==> config.mk <==
export PLATFORM = sky130hd
export DESIGN_NAME = alu_op_sequencer_flat
export DESIGN_NICKNAME = d
export VERILOG_FILES = /design/src/rtl/alu_op_sequencer_if.sv /design/src/rtl/alu_op_sequencer.sv /design/src/flat_wrapper.sv
export SDC_FILE = /design/constraint.sdc
export NUM_CORES = 1
export LEC_CHECK = 0
export CAP_MARGIN = 40
export CORE_MARGIN = 5
export CORE_UTILIZATION = 56
export CTS_CLUSTER_DIAMETER = 30
export DETAILED_ROUTE_END_ITERATION = 16
export MAX_ROUTING_LAYER = met4
export PLACE_DENSITY = 0.8
export SLEW_MARGIN = 20
export SYNTH_ARGS = -nofsm -noshare
export SYNTH_HDL_FRONTEND = slang
export SYNTH_SLANG_ARGS = --single-unit
==> constraint.sdc <==
create_clock -name clk -period 3 [get_ports clk]
set_input_delay 0.6 -clock clk [delete_from_list [all_inputs] [get_ports clk]]
set_output_delay 0.6 -clock clk [all_outputs]
set_load 0.02 [all_outputs]
==> src/rtl/alu_op_sequencer_if.sv <==
`default_nettype none
// ============================================================================
//  Module      : alu_op_sequencer_if
//  Description : Bundle of the handshake and bus signals around the ALU
//                operand/opcode sequencer. It carries the input triplet
//                port, the ALU drive/return bus, the result port and the
//                FIFO occupancy.
//                  slave  : seen by alu_op_sequencer (accepts triplets,
//                           drives the ALU, presents results)
//                  master : seen by the producer/consumer/ALU environment
//  Parameters  : DEPTH - FIFO entries, sets the fifo_count width
//  Revision    : 1.0 - initial release
// ============================================================================
interface alu_op_sequencer_if #(
    parameter int DEPTH = 4
);
    localparam int CNT_W = $clog2(DEPTH) + 1;

    // Input triplet port
    logic             in_valid;
    logic             in_ready;
    logic [3:0]       in_opcode;
    logic [7:0]       in_a;
    logic [7:0]       in_b;
    logic             in_fwd;

    // ALU drive / return
    logic [3:0]       alu_opcode;
    logic [7:0]       alu_a;
    logic [7:0]       alu_b;
    logic [7:0]       alu_result;

    // Result port
    logic             res_valid;
    logic             res_ready;
    logic [7:0]       res_data;
    logic [3:0]       res_opcode;

    // Status
    logic [CNT_W-1:0] fifo_count;

    modport slave (
        input  in_valid, in_opcode, in_a, in_b, in_fwd,
        input  alu_result,
        input  res_ready,
        output in_ready,
        output alu_opcode, alu_a, alu_b,
        output res_valid, res_data, res_opcode,
        output fifo_count
    );

    modport master (
        output in_valid, in_opcode, in_a, in_b, in_fwd,
        output alu_result,
        output res_ready,
        input  in_ready,
        input  alu_opcode, alu_a, alu_b,
        input  res_valid, res_data, res_opcode,
        input  fifo_count
    );
endinterface
`default_nettype wire

==> src/rtl/alu_op_sequencer.sv <==
`default_nettype none
// ============================================================================
//  Module      : alu_op_sequencer
//  Description : Operand/opcode sequencer placed directly upstream of a
//                registered 8-bit ALU. {opcode, A, B} triplets are queued in
//                a DEPTH-entry FIFO and issued one at a time; the ALU inputs
//                are held stable until the result has been captured, and the
//                result is offered with its opcode on a valid/ready port.
//
//  Ports       : clk    - rising-edge clock, shared with the ALU
//                rst_n  - asynchronous active-low reset
//                bus    - alu_op_sequencer_if.slave
//                  in_valid/in_ready, in_opcode, in_a, in_b, in_fwd
//                  alu_opcode, alu_a, alu_b  (to ALU), alu_result (from ALU)
//                  res_valid/res_ready, res_data, res_opcode
//                  fifo_count (occupied entries)
//
//  Parameters  : DEPTH       - FIFO entries, power of two, 2..16
//                ALU_LATENCY - edges from ALU input change to ALU_Out, 1..4
//
//  Macro       : ALU_SEQ_FWD_EN - when defined, each entry carries in_fwd
//                and an entry with fwd=1 takes alu_a from the forward
//                register (last handshaken result) instead of its own A.
//
//  Revision    : 1.0 - initial release
// ============================================================================
module alu_op_sequencer #(
    parameter int DEPTH       = 4,
    parameter int ALU_LATENCY = 1
) (
    input wire                clk,
    input wire                rst_n,
    alu_op_sequencer_if.slave bus
);

    // ------------------------------------------------------------------------
    // Constants
    // ------------------------------------------------------------------------
    localparam int c_ptr_w = $clog2(DEPTH);
    localparam int c_cnt_w = c_ptr_w + 1;
    localparam int c_lat_w = $clog2(ALU_LATENCY + 1);

`ifdef ALU_SEQ_FWD_EN
    // Entry layout: {fwd, opcode[3:0], a[7:0], b[7:0]}
    localparam int c_entry_w = 21;
`else
    // Entry layout: {opcode[3:0], a[7:0], b[7:0]}
    localparam int c_entry_w = 20;
`endif

    localparam logic [c_cnt_w-1:0] c_full = c_cnt_w'(DEPTH);
    localparam logic [c_lat_w-1:0] c_lat  = c_lat_w'(ALU_LATENCY);

    typedef enum logic [1:0] {
        S_IDLE = 2'd0,
        S_WAIT = 2'd1,
        S_HOLD = 2'd2
    } state_t;

    // ------------------------------------------------------------------------
    // State
    // ------------------------------------------------------------------------
    state_t                 state_q,      state_d;
    logic [c_lat_w-1:0]     cnt_q,        cnt_d;
    logic [c_ptr_w-1:0]     wr_ptr_q,     wr_ptr_d;
    logic [c_ptr_w-1:0]     rd_ptr_q,     rd_ptr_d;
    logic [c_cnt_w-1:0]     count_q,      count_d;
    logic [c_entry_w-1:0]   mem_q [DEPTH];
    logic [c_entry_w-1:0]   mem_d [DEPTH];
    logic [3:0]             alu_opcode_q, alu_opcode_d;
    logic [7:0]             alu_a_q,      alu_a_d;
    logic [7:0]             alu_b_q,      alu_b_d;
    logic                   res_valid_q,  res_valid_d;
    logic [7:0]             res_data_q,   res_data_d;
    logic [3:0]             res_opcode_q, res_opcode_d;
`ifdef ALU_SEQ_FWD_EN
    logic [7:0]             fwd_q,        fwd_d;
`endif

    // ------------------------------------------------------------------------
    // Combinational helpers
    // ------------------------------------------------------------------------
    logic                   w_in_ready;
    logic                   w_empty;
    logic                   w_push;
    logic                   w_pop;
    logic                   w_load;
    logic                   w_res_hs;
    logic [c_entry_w-1:0]   w_entry_in;
    logic [c_entry_w-1:0]   w_head;

    // in_ready depends on the registered occupancy only, so it never follows
    // res_ready combinationally and stays low on a pop edge while full.
    assign w_in_ready = (count_q != c_full);
    assign w_empty    = (count_q == '0);
    assign w_push     = bus.in_valid && w_in_ready;
    assign w_res_hs   = res_valid_q && bus.res_ready;
    assign w_head     = mem_q[rd_ptr_q];

`ifdef ALU_SEQ_FWD_EN
    assign w_entry_in = {bus.in_fwd, bus.in_opcode, bus.in_a, bus.in_b};
`else
    assign w_entry_in = {bus.in_opcode, bus.in_a, bus.in_b};
    // in_fwd has no meaning without forwarding; sink it explicitly.
    logic w_unused_fwd;
    assign w_unused_fwd = bus.in_fwd;
`endif

    // ------------------------------------------------------------------------
    // Issue FSM next-state and ALU/result register next values
    // ------------------------------------------------------------------------
    always_comb begin
        state_d      = state_q;
        cnt_d        = cnt_q;
        alu_opcode_d = alu_opcode_q;
        alu_a_d      = alu_a_q;
        alu_b_d      = alu_b_q;
        res_valid_d  = res_valid_q;
        res_data_d   = res_data_q;
        res_opcode_d = res_opcode_q;
        w_load       = 1'b0;
`ifdef ALU_SEQ_FWD_EN
        fwd_d        = fwd_q;
`endif

        case (state_q)
            S_IDLE: begin
                // An entry pushed on the previous edge is visible here; the
                // FIFO has no fall-through path to the ALU.
                if (!w_empty) begin
                    w_load  = 1'b1;
                    cnt_d   = c_lat;
                    state_d = S_WAIT;
                end
            end

            S_WAIT: begin
                // cnt is loaded with ALU_LATENCY, so capture happens
                // ALU_LATENCY+1 edges after the load edge, once the
                // registered ALU has reflected the new inputs.
                if (cnt_q == '0) begin
                    res_data_d   = bus.alu_result;
                    res_opcode_d = alu_opcode_q;
                    res_valid_d  = 1'b1;
                    state_d      = S_HOLD;
                end else begin
                    cnt_d = cnt_q - 1'b1;
                end
            end

            S_HOLD: begin
                if (w_res_hs) begin
                    res_valid_d = 1'b0;
`ifdef ALU_SEQ_FWD_EN
                    // Updated before the load below so a chained entry issued
                    // on this same edge sees the result being handed off.
                    fwd_d = res_data_q;
`endif
                    if (!w_empty) begin
                        w_load  = 1'b1;
                        cnt_d   = c_lat;
                        state_d = S_WAIT;
                    end else begin
                        state_d = S_IDLE;
                    end
                end
            end

            default: begin
                state_d = S_IDLE;
            end
        endcase

        // ALU inputs only move on a load edge; otherwise they hold.
        if (w_load) begin
            alu_opcode_d = w_head[19:16];
            alu_b_d      = w_head[7:0];
`ifdef ALU_SEQ_FWD_EN
            alu_a_d      = w_head[20] ? fwd_d : w_head[15:8];
`else
            alu_a_d      = w_head[15:8];
`endif
        end
    end

    // A pop is exactly a load of the head entry into the ALU registers.
    assign w_pop = w_load;

    // ------------------------------------------------------------------------
    // FIFO next state
    // ------------------------------------------------------------------------
    always_comb begin
        mem_d    = mem_q;
        wr_ptr_d = wr_ptr_q;
        rd_ptr_d = rd_ptr_q;
        count_d  = count_q;

        if (w_push) begin
            mem_d[wr_ptr_q] = w_entry_in;
            // Pointer width is log2(DEPTH), so the increment wraps modulo DEPTH.
            wr_ptr_d        = wr_ptr_q + 1'b1;
        end

        if (w_pop) begin
            rd_ptr_d = rd_ptr_q + 1'b1;
        end

        case ({w_push, w_pop})
            2'b10:   count_d = count_q + 1'b1;
            2'b01:   count_d = count_q - 1'b1;
            default: count_d = count_q;
        endcase
    end

    // ------------------------------------------------------------------------
    // Registers
    // ------------------------------------------------------------------------
    always_ff @(posedge clk or negedge rst_n) begin
        if (!rst_n) begin
            state_q      <= S_IDLE;
            cnt_q        <= '0;
            wr_ptr_q     <= '0;
            rd_ptr_q     <= '0;
            count_q      <= '0;
            for (int i = 0; i < DEPTH; i++) begin
                mem_q[i] <= '0;
            end
            alu_opcode_q <= '0;
            alu_a_q      <= '0;
            alu_b_q      <= '0;
            res_valid_q  <= 1'b0;
            res_data_q   <= '0;
            res_opcode_q <= '0;
`ifdef ALU_SEQ_FWD_EN
            fwd_q        <= '0;
`endif
        end else begin
            state_q      <= state_d;
            cnt_q        <= cnt_d;
            wr_ptr_q     <= wr_ptr_d;
            rd_ptr_q     <= rd_ptr_d;
            count_q      <= count_d;
            for (int i = 0; i < DEPTH; i++) begin
                mem_q[i] <= mem_d[i];
            end
            alu_opcode_q <= alu_opcode_d;
            alu_a_q      <= alu_a_d;
            alu_b_q      <= alu_b_d;
            res_valid_q  <= res_valid_d;
            res_data_q   <= res_data_d;
            res_opcode_q <= res_opcode_d;
`ifdef ALU_SEQ_FWD_EN
            fwd_q        <= fwd_d;
`endif
        end
    end

    // ------------------------------------------------------------------------
    // Outputs (all registered or derived from registered occupancy)
    // ------------------------------------------------------------------------
    assign bus.in_ready   = w_in_ready;
    assign bus.alu_opcode = alu_opcode_q;
    assign bus.alu_a      = alu_a_q;
    assign bus.alu_b      = alu_b_q;
    assign bus.res_valid  = res_valid_q;
    assign bus.res_data   = res_data_q;
    assign bus.res_opcode = res_opcode_q;
    assign bus.fifo_count = count_q;

endmodule
`default_nettype wire
==> src/flat_wrapper.sv <==
// flat-port wrapper written by rule: the top's interface ports become plain ports
module alu_op_sequencer_flat 
#(
    parameter int DEPTH       = 4,
    parameter int ALU_LATENCY = 1
)
  (clk, rst_n, bus_in_valid, bus_in_opcode, bus_in_a, bus_in_b, bus_in_fwd, bus_alu_result, bus_res_ready, bus_in_ready, bus_alu_opcode, bus_alu_a, bus_alu_b, bus_res_valid, bus_res_data, bus_res_opcode, bus_fifo_count);
  alu_op_sequencer_if #(.DEPTH(DEPTH)) bus_i ();
  input wire clk;
  input wire rst_n;
  input wire logic [$bits(bus_i.in_valid)-1:0] bus_in_valid;
  input wire logic [$bits(bus_i.in_opcode)-1:0] bus_in_opcode;
  input wire logic [$bits(bus_i.in_a)-1:0] bus_in_a;
  input wire logic [$bits(bus_i.in_b)-1:0] bus_in_b;
  input wire logic [$bits(bus_i.in_fwd)-1:0] bus_in_fwd;
  input wire logic [$bits(bus_i.alu_result)-1:0] bus_alu_result;
  input wire logic [$bits(bus_i.res_ready)-1:0] bus_res_ready;
  output wire logic [$bits(bus_i.in_ready)-1:0] bus_in_ready;
  output wire logic [$bits(bus_i.alu_opcode)-1:0] bus_alu_opcode;
  output wire logic [$bits(bus_i.alu_a)-1:0] bus_alu_a;
  output wire logic [$bits(bus_i.alu_b)-1:0] bus_alu_b;
  output wire logic [$bits(bus_i.res_valid)-1:0] bus_res_valid;
  output wire logic [$bits(bus_i.res_data)-1:0] bus_res_data;
  output wire logic [$bits(bus_i.res_opcode)-1:0] bus_res_opcode;
  output wire logic [$bits(bus_i.fifo_count)-1:0] bus_fifo_count;
  assign bus_i.in_valid = bus_in_valid;
  assign bus_i.in_opcode = bus_in_opcode;
  assign bus_i.in_a = bus_in_a;
  assign bus_i.in_b = bus_in_b;
  assign bus_i.in_fwd = bus_in_fwd;
  assign bus_i.alu_result = bus_alu_result;
  assign bus_i.res_ready = bus_res_ready;
  assign bus_in_ready = bus_i.in_ready;
  assign bus_alu_opcode = bus_i.alu_opcode;
  assign bus_alu_a = bus_i.alu_a;
  assign bus_alu_b = bus_i.alu_b;
  assign bus_res_valid = bus_i.res_valid;
  assign bus_res_data = bus_i.res_data;
  assign bus_res_opcode = bus_i.res_opcode;
  assign bus_fifo_count = bus_i.fifo_count;
  alu_op_sequencer #(.DEPTH(DEPTH), .ALU_LATENCY(ALU_LATENCY)) u_core (.clk(clk), .rst_n(rst_n), .bus(bus_i));
endmodule
==> results by group, run 1 <==
Finish
  • Fin cells: 554
  • Area grow syn2layout: 23.00%
  • Nets: 449
  • Fraction of layout cells with a size suffix above 1: 43.06%
  • Antenna fix cells: 0

Worst setup path
  • Reg2Reg Setup Slack: 0.55 ns
  • CP Capture Type: primary output
  • FF-to-FF path depth: 8
  • CP startpoint: u_core.bus.fifo_count[1]$_DFFE_PN0P_
  • Critical Path Start Type: register
  • Critical Path RT: 2.40 ns
  • Setup CP Type: reg -> out
  • Worst endpoint data arrival time: 2.20 ns
  • RR Startpoint: u_core.bus.fifo_count[1]$_DFFE_PN0P_
  • Reg2reg end: u_core.bus.fifo_count[2]$_DFFE_PN0P_
  • End of the critical path: bus_in_ready
  • Worst-path maximum fanout: 6

Die
  • Core area: 0.01018 mm2
  • Height of the die: 111.6 um
  • Die ar.: 0.01245 mm2
  • Cell row count: 37
  • Initial Util: 56.72%
  • IO Count: 70
  • Die Wd: 111.6 um

Drt
  • Via density: 5.484
  • Vias: 3,038
  • Initial drt markers: 119
  • Routed wire length: 11.12 mm
  • Initial DRT Pass Iterations: 4
  • DRC Markers: 0
  • Wire length per cell: 20.07 um
  • Antenna-violating nets left: 0

Timing
  • Tcrit/Tclk final: 93.22%
  • Clock Skew: 0.006516 ns
  • Worst Tran Pin Value: 0.6578 ns
  • Slew Limit Headroom: 56.14%
  • Fin. max-slew vios: 0
  • Final setup violating endpoints: 0
  • Final Hold Viols: 0
  • Final min period: 2.797 ns
  • Post-route setup TNS: 0 ns
  • RSZ-0062 raised after global routing: no
  • Fmax: 357.6 MHz

GRT
  • First-pass GRT wire length: 18.74 mm
  • Overall global routing resource usage: 20.07%
  • Pin count of the biggest net entering global routing: 51
  • Initial antenna violation count: 0
  • GRT overflow: 0
  • Vias in the first global route: 3,408

Synthesis
  • Seq cells post-synth: 123
  • Cells after synthesis: 325
  • Cell Area, Synth: 0.005777 mm2
  • Synth area leader: dfrtp_1
  • Post-synth EDFFs: 0
  • Most common cell in the netlist: dfrtp_1
  • Synth top area cells: dfrtp_1, mux2_4, mux4_2
  • Synth cell types: 32
  • Share of the synthesized area in the top cell type: 53.28%
  • Yosys warns: 0
  • Ys flop type: dfrtp_1
  • Post-synthesis sequential area ratio: 53.28%
  • Most frequent cells after synthesis: dfrtp_1, mux2_4, mux2_2, mux4_2, ha_1
  • Syn_nets: 369
  • Post-synth ARST share: 100.0%
  • Average cell area after synthesis: 17.77 um2

Pwr
  • Leak: 3.296 nW
  • VDD IR-drop max: 0.0007056 V
  • P per Cell Area: 1285 mW/mm2
  • Pwr Total: 9.128 mW

Clock tree
  • Clock-pin slew on the worst setup and hold paths: 0.06 ns
  • Clock Path Buffers: 2
  • Skew-Pair Late Insertion Delay: 0.51 ns
  • CTS tree: done
  • H-tree depth: 4
  • Clk sinks: 123
  • Setup bufs post-CTS: 0
  • CTS buffer count: 17
  • Root buf cell: clkbuf_8

Flow run
  • Max cap viols: 0

Place
  • Post-DP HPWL: 6.976 mm
  • Dpl cells: 521
  • Routability cong.: 0.7923
  • I/O Buffers: 68

Outcome
  • Status: finished, final reports clean

Hold path
  • Min-Delay Path Class: reg -> reg
[worst min path at each step]
| stage | startpoint | cells past startpoint | to |
|---|---|---|---|
| 2_1_floorplan | rst_n | 0 | u_core.bus.alu_a[0]$_DFFE_PN0P_ |
| 3_3_place_gp | u_core.bus.res_data[4]$_DFFE_PN0P_ | 1 | u_core.bus.res_data[4]$_DFFE_PN0P_ |
| 3_5_place_dp | u_core.mem_q[25]$_DFFE_PN0P_ | 1 | u_core.mem_q[25]$_DFFE_PN0P_ |
| 4_1_cts | u_core.mem_q[37]$_DFFE_PN0P_ | 1 | u_core.mem_q[37]$_DFFE_PN0P_ |
| 5_1_grt | u_core.bus.res_data[7]$_DFFE_PN0P_ | 1 | u_core.bus.res_data[7]$_DFFE_PN0P_ |
| 6_report | u_core.bus.res_data[7]$_DFFE_PN0P_ | 1 | u_core.bus.res_data[7]$_DFFE_PN0P_ |
[final cells by class]
class | count | area [um2]
multi-input combinational | 177 | 2444
fill | 678 | 3079
tap | 136 | 170.2
inverter | 9 | 33.78
sequential | 123 | 3078
timing repair buffer | 77 | 773.2
clock inverter | 13 | 165.2
clock buffer | 19 | 441.7
[logic make-up (layout without fill, tap and decap cells)]
| group | Yosys count | in the layout | synth area share [%] |
|---|---|---|---|
| compound gates | 7 | 7 | 0.8664 |
| xor+xnor | 6 | 6 | 0.9097 |
| fa+ha+maj | 11 | 11 | 2.512 |
| buf+inv | 25 | 118 | 4.418 |
| flops | 123 | 123 | 53.28 |
| mux | 136 | 136 | 35.56 |
| simple gates | 17 | 17 | 2.448 |
[stage by stage]
stage	instance area, um2	hold WS [ns]	setup WS, ns	utilization (%)
6_report	7106	0.5035	0.2035	69.77
2_1_floorplan	5777	0.3044	0.7773	-
3_5_place_dp	6489	0.4881	0.5155	63.71
3_3_place_gp	6489	0.4872	0.5446	63.71
5_1_grt	7106	0.5155	0.1088	69.77
4_1_cts	7106	0.5067	0.1542	69.77
[placed cells by master, fill, tap and decap left out, drive strengths merged]
cell / count
inv: 12
xnor2: 2
dfrtp: 123
clkdlybuf4s50: 67
a21oi: 1
nor4: 1
mux4: 20
a211oi: 1
clkinv: 3
xor2: 4
nor3: 2
mux2i: 2
mux2: 114
nand2: 3
nor2: 3
a21boi: 1
a31oi: 1
a22o: 1
nor2b: 1
a221o: 1
or3b: 1
dlygate4sd3: 1
clkbuf: 19
nand3: 4
clkinvlp: 4
fa: 1
bufinv: 3
nor3b: 1
ha: 10
o21ai: 1
nand3b: 1
buf: 9
[report_power, final]
part	total, mW	leakage [nW]	switching, mW	internal [mW]
clock	2.07	0.287	0.755	1.31
sequential	3.14	1.46	0.598	2.54
combinational	3.92	1.55	1.49	2.43
[metal layers]
| layer | part of all wire, % | track usage (%) | wire length [um] | up-vias |
|---|---|---|---|---|
| li1 | - | - | - | 1352 |
| met1 | 46 | 26.38 | 5114 | 1591 |
| met2 | 49 | 30.24 | 5461 | 84 |
| met3 | 4.1 | 5.978 | 453 | 11 |
| met4 | 0.81 | 6.569 | 90 | 0 |
| met5 | 0 | - | 0 | - |
[critical path, stage by stage, from the launching register on]
cell,delay [ns]
dfrtp_1,0.42
or3b_1,0.61
clkdlybuf4s50_1,0.65
[flip-flops by register name, summed over array words and instances, names as in the netlist, 2 cells and up]
name	count
u_core.bus.res_opcode	4
u_core.bus.res_data	8
u_core.bus.alu_b	8
u_core.bus.alu_opcode	4
u_core.state_q	2
u_core.wr_ptr_q	2
u_core.mem_q	80
u_core.bus.alu_a	8
u_core.rd_ptr_q	2
u_core.bus.fifo_count	3
[repair_timing]
item / CTS / global route
resized for setup: 0 / 0
hold buffers: 1 / 0
setup endpoints to repair: 0 / 0
endpoints found under the hold margin: 20 / 0
(Power assumes the default switching activity.)
==> run 2, diff against run 1 <==
--- a/config.mk
+++ b/config.mk
@@ -6,13 +6,15 @@
 export NUM_CORES = 1
 export LEC_CHECK = 0
 export CAP_MARGIN = 40
+export CELL_PAD_IN_SITES_DETAIL_PLACEMENT = 1
+export CELL_PAD_IN_SITES_GLOBAL_PLACEMENT = 1
 export CORE_MARGIN = 5
-export CORE_UTILIZATION = 56
+export CORE_UTILIZATION = 48
 export CTS_CLUSTER_DIAMETER = 30
 export DETAILED_ROUTE_END_ITERATION = 16
 export MAX_ROUTING_LAYER = met4
-export PLACE_DENSITY = 0.8
-export SLEW_MARGIN = 20
+export PLACE_DENSITY_LB_ADDON = 0.1
+export SLEW_MARGIN = 0
 export SYNTH_ARGS = -nofsm -noshare
 export SYNTH_HDL_FRONTEND = slang
 export SYNTH_SLANG_ARGS = --single-unit
==> results by group, run 2 (synthesis results as in run 1) <==
Outcome
  • Status: finished, final reports clean (unchanged)

Drt
  • Initial DRT Pass Iterations: 4 (unchanged)
  • Via density: 5.323 (was 5.484)
  • Initial drt markers: 107 (was 119)
  • Antenna-violating nets left: 0 (unchanged)
  • Routed wire length: 11.76 mm (was 11.12 mm)
  • DRC Markers: 0 (unchanged)
  • Wire length per cell: 20.78 um (was 20.07 um)
  • Vias: 3,013 (was 3,038)

Timing
  • Clock Skew: 0.005517 ns (was 0.006516 ns)
  • Final Hold Viols: 0 (unchanged)
  • RSZ-0062 raised after global routing: no (unchanged)
  • Worst Tran Pin Value: 0.8022 ns (was 0.6578 ns)
  • Tcrit/Tclk final: 90.80% (was 93.22%)
  • Post-route setup TNS: 0 ns (unchanged)
  • Slew Limit Headroom: 46.52% (was 56.14%)
  • Fmax: 367.1 MHz (was 357.6 MHz)
  • Final min period: 2.724 ns (was 2.797 ns)
  • Final setup violating endpoints: 0 (unchanged)
  • Fin. max-slew vios: 0 (unchanged)

Clock tree
  • Root buf cell: clkbuf_16 (was clkbuf_8)
  • Clock-pin slew on the worst setup and hold paths: 0.05 ns (was 0.06 ns)
  • Skew-Pair Late Insertion Delay: 0.41 ns (was 0.51 ns)
  • Post_cts resized: 0 (unchanged)
  • Clk sinks: 123 (unchanged)
  • CTS buffer count: 17 (unchanged)
  • CTS hold repair buffers: 0 (was 1)
  • Setup bufs post-CTS: 0 (unchanged)
  • Clock Path Buffers: 2 (unchanged)
  • CTS tree: done (unchanged)
  • H-tree depth: 4 (unchanged)

Die
  • Die Wd: 119.7 um (was 111.6 um)
  • IO Count: 70 (unchanged)
  • Die ar.: 0.01433 mm2 (was 0.01245 mm2)
  • Initial Util: 48.50% (was 56.72%)
  • Height of the die: 119.7 um (was 111.6 um)
  • Core area: 0.01191 mm2 (was 0.01018 mm2)
  • Cell row count: 40 (was 37)

GRT
  • Initial antenna violation count: 0 (unchanged)
  • First-pass GRT wire length: 19.71 mm (was 18.74 mm)
  • Overall global routing resource usage: 18.50% (was 20.07%)
  • Vias in the first global route: 3,587 (was 3,408)
  • Pin count of the biggest net entering global routing: 63 (was 51)
  • GRT overflow: 0 (unchanged)

Hold path
  • Min-Delay Path Class: in -> async (was reg -> reg)

Place
  • Post-DP HPWL: 7.477 mm (was 6.976 mm)
  • I/O Buffers: 68 (unchanged)
  • Routability cong.: 0.7707 (was 0.7923)

Pwr
  • Pwr Total: 9.224 mW (was 9.128 mW)
  • P per Cell Area: 1291 mW/mm2 (was 1285 mW/mm2)
  • Leak: 3.329 nW (was 3.296 nW)
  • VDD IR-drop max: 0.0005948 V (was 0.0007056 V)

Finish
  • Commonest non-fill, non-tap cell in the layout: dfrtp_1 (unchanged)
  • Nets: 451 (was 449)
  • Most frequent cells in the layout: dfrtp_1, mux2_4, clkdlybuf4s50_1 (unchanged)
  • Footprint of the multi-input gates: 0.002444 mm2 (unchanged)
  • # fillers: 1,095 (was 678)
  • Fraction of layout cells with a size suffix above 1: 43.20% (was 43.06%)
  • Antenna fix cells: 0 (unchanged)
  • FF+latch area: 0.003078 mm2 (unchanged)
  • Largest register FFs: 80 (unchanged)
  • Reg with most FFs: u_core.mem_q (unchanged)
  • Area grow syn2layout: 23.72% (was 23.00%)

Worst setup path
  • CP Capture Type: primary output (unchanged)
  • Critical Path Start Type: register (unchanged)
  • Worst-path maximum fanout: 6 (unchanged)
  • Worst endpoint data arrival time: 2.12 ns (was 2.20 ns)
  • Setup CP Type: reg -> out (unchanged)
  • Critical Path RT: 2.40 ns (about the same)

Flow run
  • Max cap viols: 0 (unchanged)
[run 2: critical path, stage by stage, from the launching register on]
cell             delay (ns)
dfrtp_1                0.45
or3b_1                 0.63
clkdlybuf4s50_1        0.63
[run 2: routing by layer]
metal  GRT usage [%]  share of wire [%]
met5               -                  0
met4           6.228                1.5
met3           5.278                3.5
met2           29.45                 50
met1           22.93                 45
[run 2: area by class of cell]
type,instances,area share (%)
clock buffers,24,7.160
clock inverters,7,1.541
inverters,9,0.4727
multi-input cells,177,34.19
flip-flops and latches,123,43.07
well taps,147,2.574
repair buffers,79,10.99
[run 2: final timing paths]
| kind | startpoint | endpoint | slack [ns] | cells after the start |
|---|---|---|---|---|
| worst min-delay path | rst_n | u_core.bus.alu_a[2]$_DFFE_PN0P_ | 0.27 | 1 |
| max in group asynchronous | rst_n | u_core.bus.alu_b[1]$_DFFE_PN0P_ | 1.99 | 2 |
| worst max register to register | u_core.bus.fifo_count[1]$_DFFE_PN0P_ | u_core.bus.fifo_count[2]$_DFFE_PN0P_ | 0.49 | 8 |
| worst max-delay path | u_core.bus.fifo_count[1]$_DFFE_PN0P_ | bus_in_ready | 0.28 | 2 |
| min in group clk | u_core.bus.res_opcode[2]$_DFFE_PN0P_ | u_core.bus.res_opcode[2]$_DFFE_PN0P_ | 0.50 | 1 |
| worst min register to register | u_core.bus.res_opcode[2]$_DFFE_PN0P_ | u_core.bus.res_opcode[2]$_DFFE_PN0P_ | 0.50 | 1 |
[run 2: per-stage QoR]
stage | std cells | hold WS (ns) | setup WS [ns] | utilization (%) | area, um2
after global routing | 566 | 0.3311 | 0.2005 | 60.00 | 7147
after global placement | 535 | 0.4867 | 0.3991 | 54.78 | 6525
after CTS | 566 | 0.3038 | 0.2228 | 60.00 | 7147
after detailed placement | 535 | 0.4914 | 0.3450 | 54.78 | 6525
final | 566 | 0.2693 | 0.2759 | 60.00 | 7147
after floorplan | 325 | 0.3044 | 0.7773 | - | 5777
[run 2: where the power goes]
group,internal (mW),total (mW),switching [mW]
Combinational,2.44,3.96,1.52
Sequential,2.54,3.12,0.582
Clock,1.43,2.14,0.713
==> RTL edit, RTL diff (flow settings as in run 1) <==
`ALU_LATENCY` is set to 1 in 2 places; all go to 2. Comments in the files are not updated.
--- a/src/rtl/alu_op_sequencer.sv
+++ b/src/rtl/alu_op_sequencer.sv
@@ -26,7 +26,7 @@
 // ============================================================================
 module alu_op_sequencer #(
     parameter int DEPTH       = 4,
-    parameter int ALU_LATENCY = 1
+    parameter int ALU_LATENCY = 2
 ) (
     input wire                clk,
     input wire                rst_n,
--- a/src/flat_wrapper.sv
+++ b/src/flat_wrapper.sv
@@ -2,7 +2,7 @@
 module alu_op_sequencer_flat 
 #(
     parameter int DEPTH       = 4,
-    parameter int ALU_LATENCY = 1
+    parameter int ALU_LATENCY = 2
 )
   (clk, rst_n, bus_in_valid, bus_in_opcode, bus_in_a, bus_in_b, bus_in_fwd, bus_alu_result, bus_res_ready, bus_in_ready, bus_alu_opcode, bus_alu_a, bus_alu_b, bus_res_valid, bus_res_data, bus_res_opcode, bus_fifo_count);
   alu_op_sequencer_if #(.DEPTH(DEPTH)) bus_i ();
Behaviour: not the same (a bounded check fails within 10 cycles, from zero or initial values and one cycle with rst_n low).
==> RTL edit against run 1 <==
- via count grew 1.7%
- final cell count grew 1.3%
- worst setup slack better by 0.016 ns
- area after synthesis rose by 1.3%
- sequential power is 2% lower
- final area up 1.1%
- critical endpoint unchanged
- sequential cell count rose by 1
- die area is 1.2% higher
- non-clock buffer count down 1
- wire length is 2.9% lower
- critical path type unchanged
- total power fell by 0.48%
==> RTL edit: results (changes against run 1) <==
[placement]
place_ws_ns=0.523  ; +0.00773 ns
dp.cells=528  ; +1.3%
placed_area_um2=6560  ; +1.0%
gp_congestion=0.785  ; -0.88%
hpwl_mm=6.61  ; -5.3%

[detailed_routing]
drtPass1Iterations=5  ; +1
drt_iter0_drc=118  ; -0.84%
routed_wl_mm=10.8  ; -2.9%

[logic_synthesis]
ys_types=33  ; +3.1%
yosys-top-cells-area=dfrtp_1 (53%), mux2_4 (21%), mux4_2 (7.7%)
synth_cells=333  ; +2.5%
synth_seq_area_share_pct=53.0  ; -0.24 points
synth.net_count=378  ; +2.4%

[power_and_ir_drop]
seqPwrFrac_pct=34.1  ; -0.3 points
pwr-share-clk_pct=22.3  ; -0.4 points

[layout]
drive_gt1_share_pct=41.9  ; -1.2 points
n_fill_cell=672  ; -0.88%
fin_cells=561  ; +1.3%
final_area_um2=7180  ; +1.1%

[run_status]
status=finished, final reports clean

[setup_path]
crit_arrival_ns=2.18  ; -0.02 ns

[global_route]
first_global_vias=3429  ; +0.62%
grt_pass1_wl_mm=18.0  ; -4.1%
grt_max_degree=61  ; +20%

[timing]
timing.hold.ws_ns=0.0703  ; -0.433 ns

[RTL edit: cell count changes in the layout (fill, tap and decap cells not counted), sizes merged, moves of 2 or more]
cell      change
o31ai         +4
clkinvlp      -4
mux2i         -2
clkbuf        +7
inv           -2
[RTL edit: critical path, delay by kind of cell (launching register included)]
family	cells	cell delay, ns
flops	1	0.43
simple gates	1	0.59
buf+inv	1	0.65
[RTL edit: kinds of logic (layout without fill, tap and decap cells)]
family | after synthesis | count (layout) | share of synthesized area (%)
xor gates and xnor gates | 6 | 6 | 0.898
adders and majority gates | 12 | 12 | 2.69
DFF | 124 | 124 | 53.0
buffers and inverters | 26 | 118 | 4.43
muxes | 134 | 134 | 34.8
and+or+nand+nor | 20 | 20 | 2.67
AOI/OAI and AO/OA | 11 | 11 | 1.43
[RTL edit: final cells by class]
class / count / area, um^2 / share of cell area [%]
clock buffers: 26 / 518 / 7.21
clock inverters: 6 / 80.1 / 1.12
inverters: 10 / 37.5 / 0.523
multi-input cells: 183 / 2490 / 34.7
flip-flops and latches: 124 / 3100 / 43.2
well taps: 136 / 170 / 2.37
repair buffers: 76 / 783 / 10.9
[RTL edit: worst max-delay path by stage]
stage	end	slack (ns)	depth (start not counted)
after floorplan	u_core.bus.fifo_count[2]	0.78	9
after global placement	u_core.bus.fifo_count[2]	0.54	9
after detailed placement	u_core.bus.fifo_count[2]	0.52	9
after CTS	bus_in_ready	0.19	2
after global routing	bus_in_ready	0.13	2
final	bus_in_ready	0.22	2
[RTL edit: routing by layer]
metal	up-vias	track usage, %	wire length (um)
li1	1368	-	-
met1	1635	24.0	4900
met2	75	29.5	5330
met3	13	4.91	449
met4	0	6.09	120
met5	-	-	0
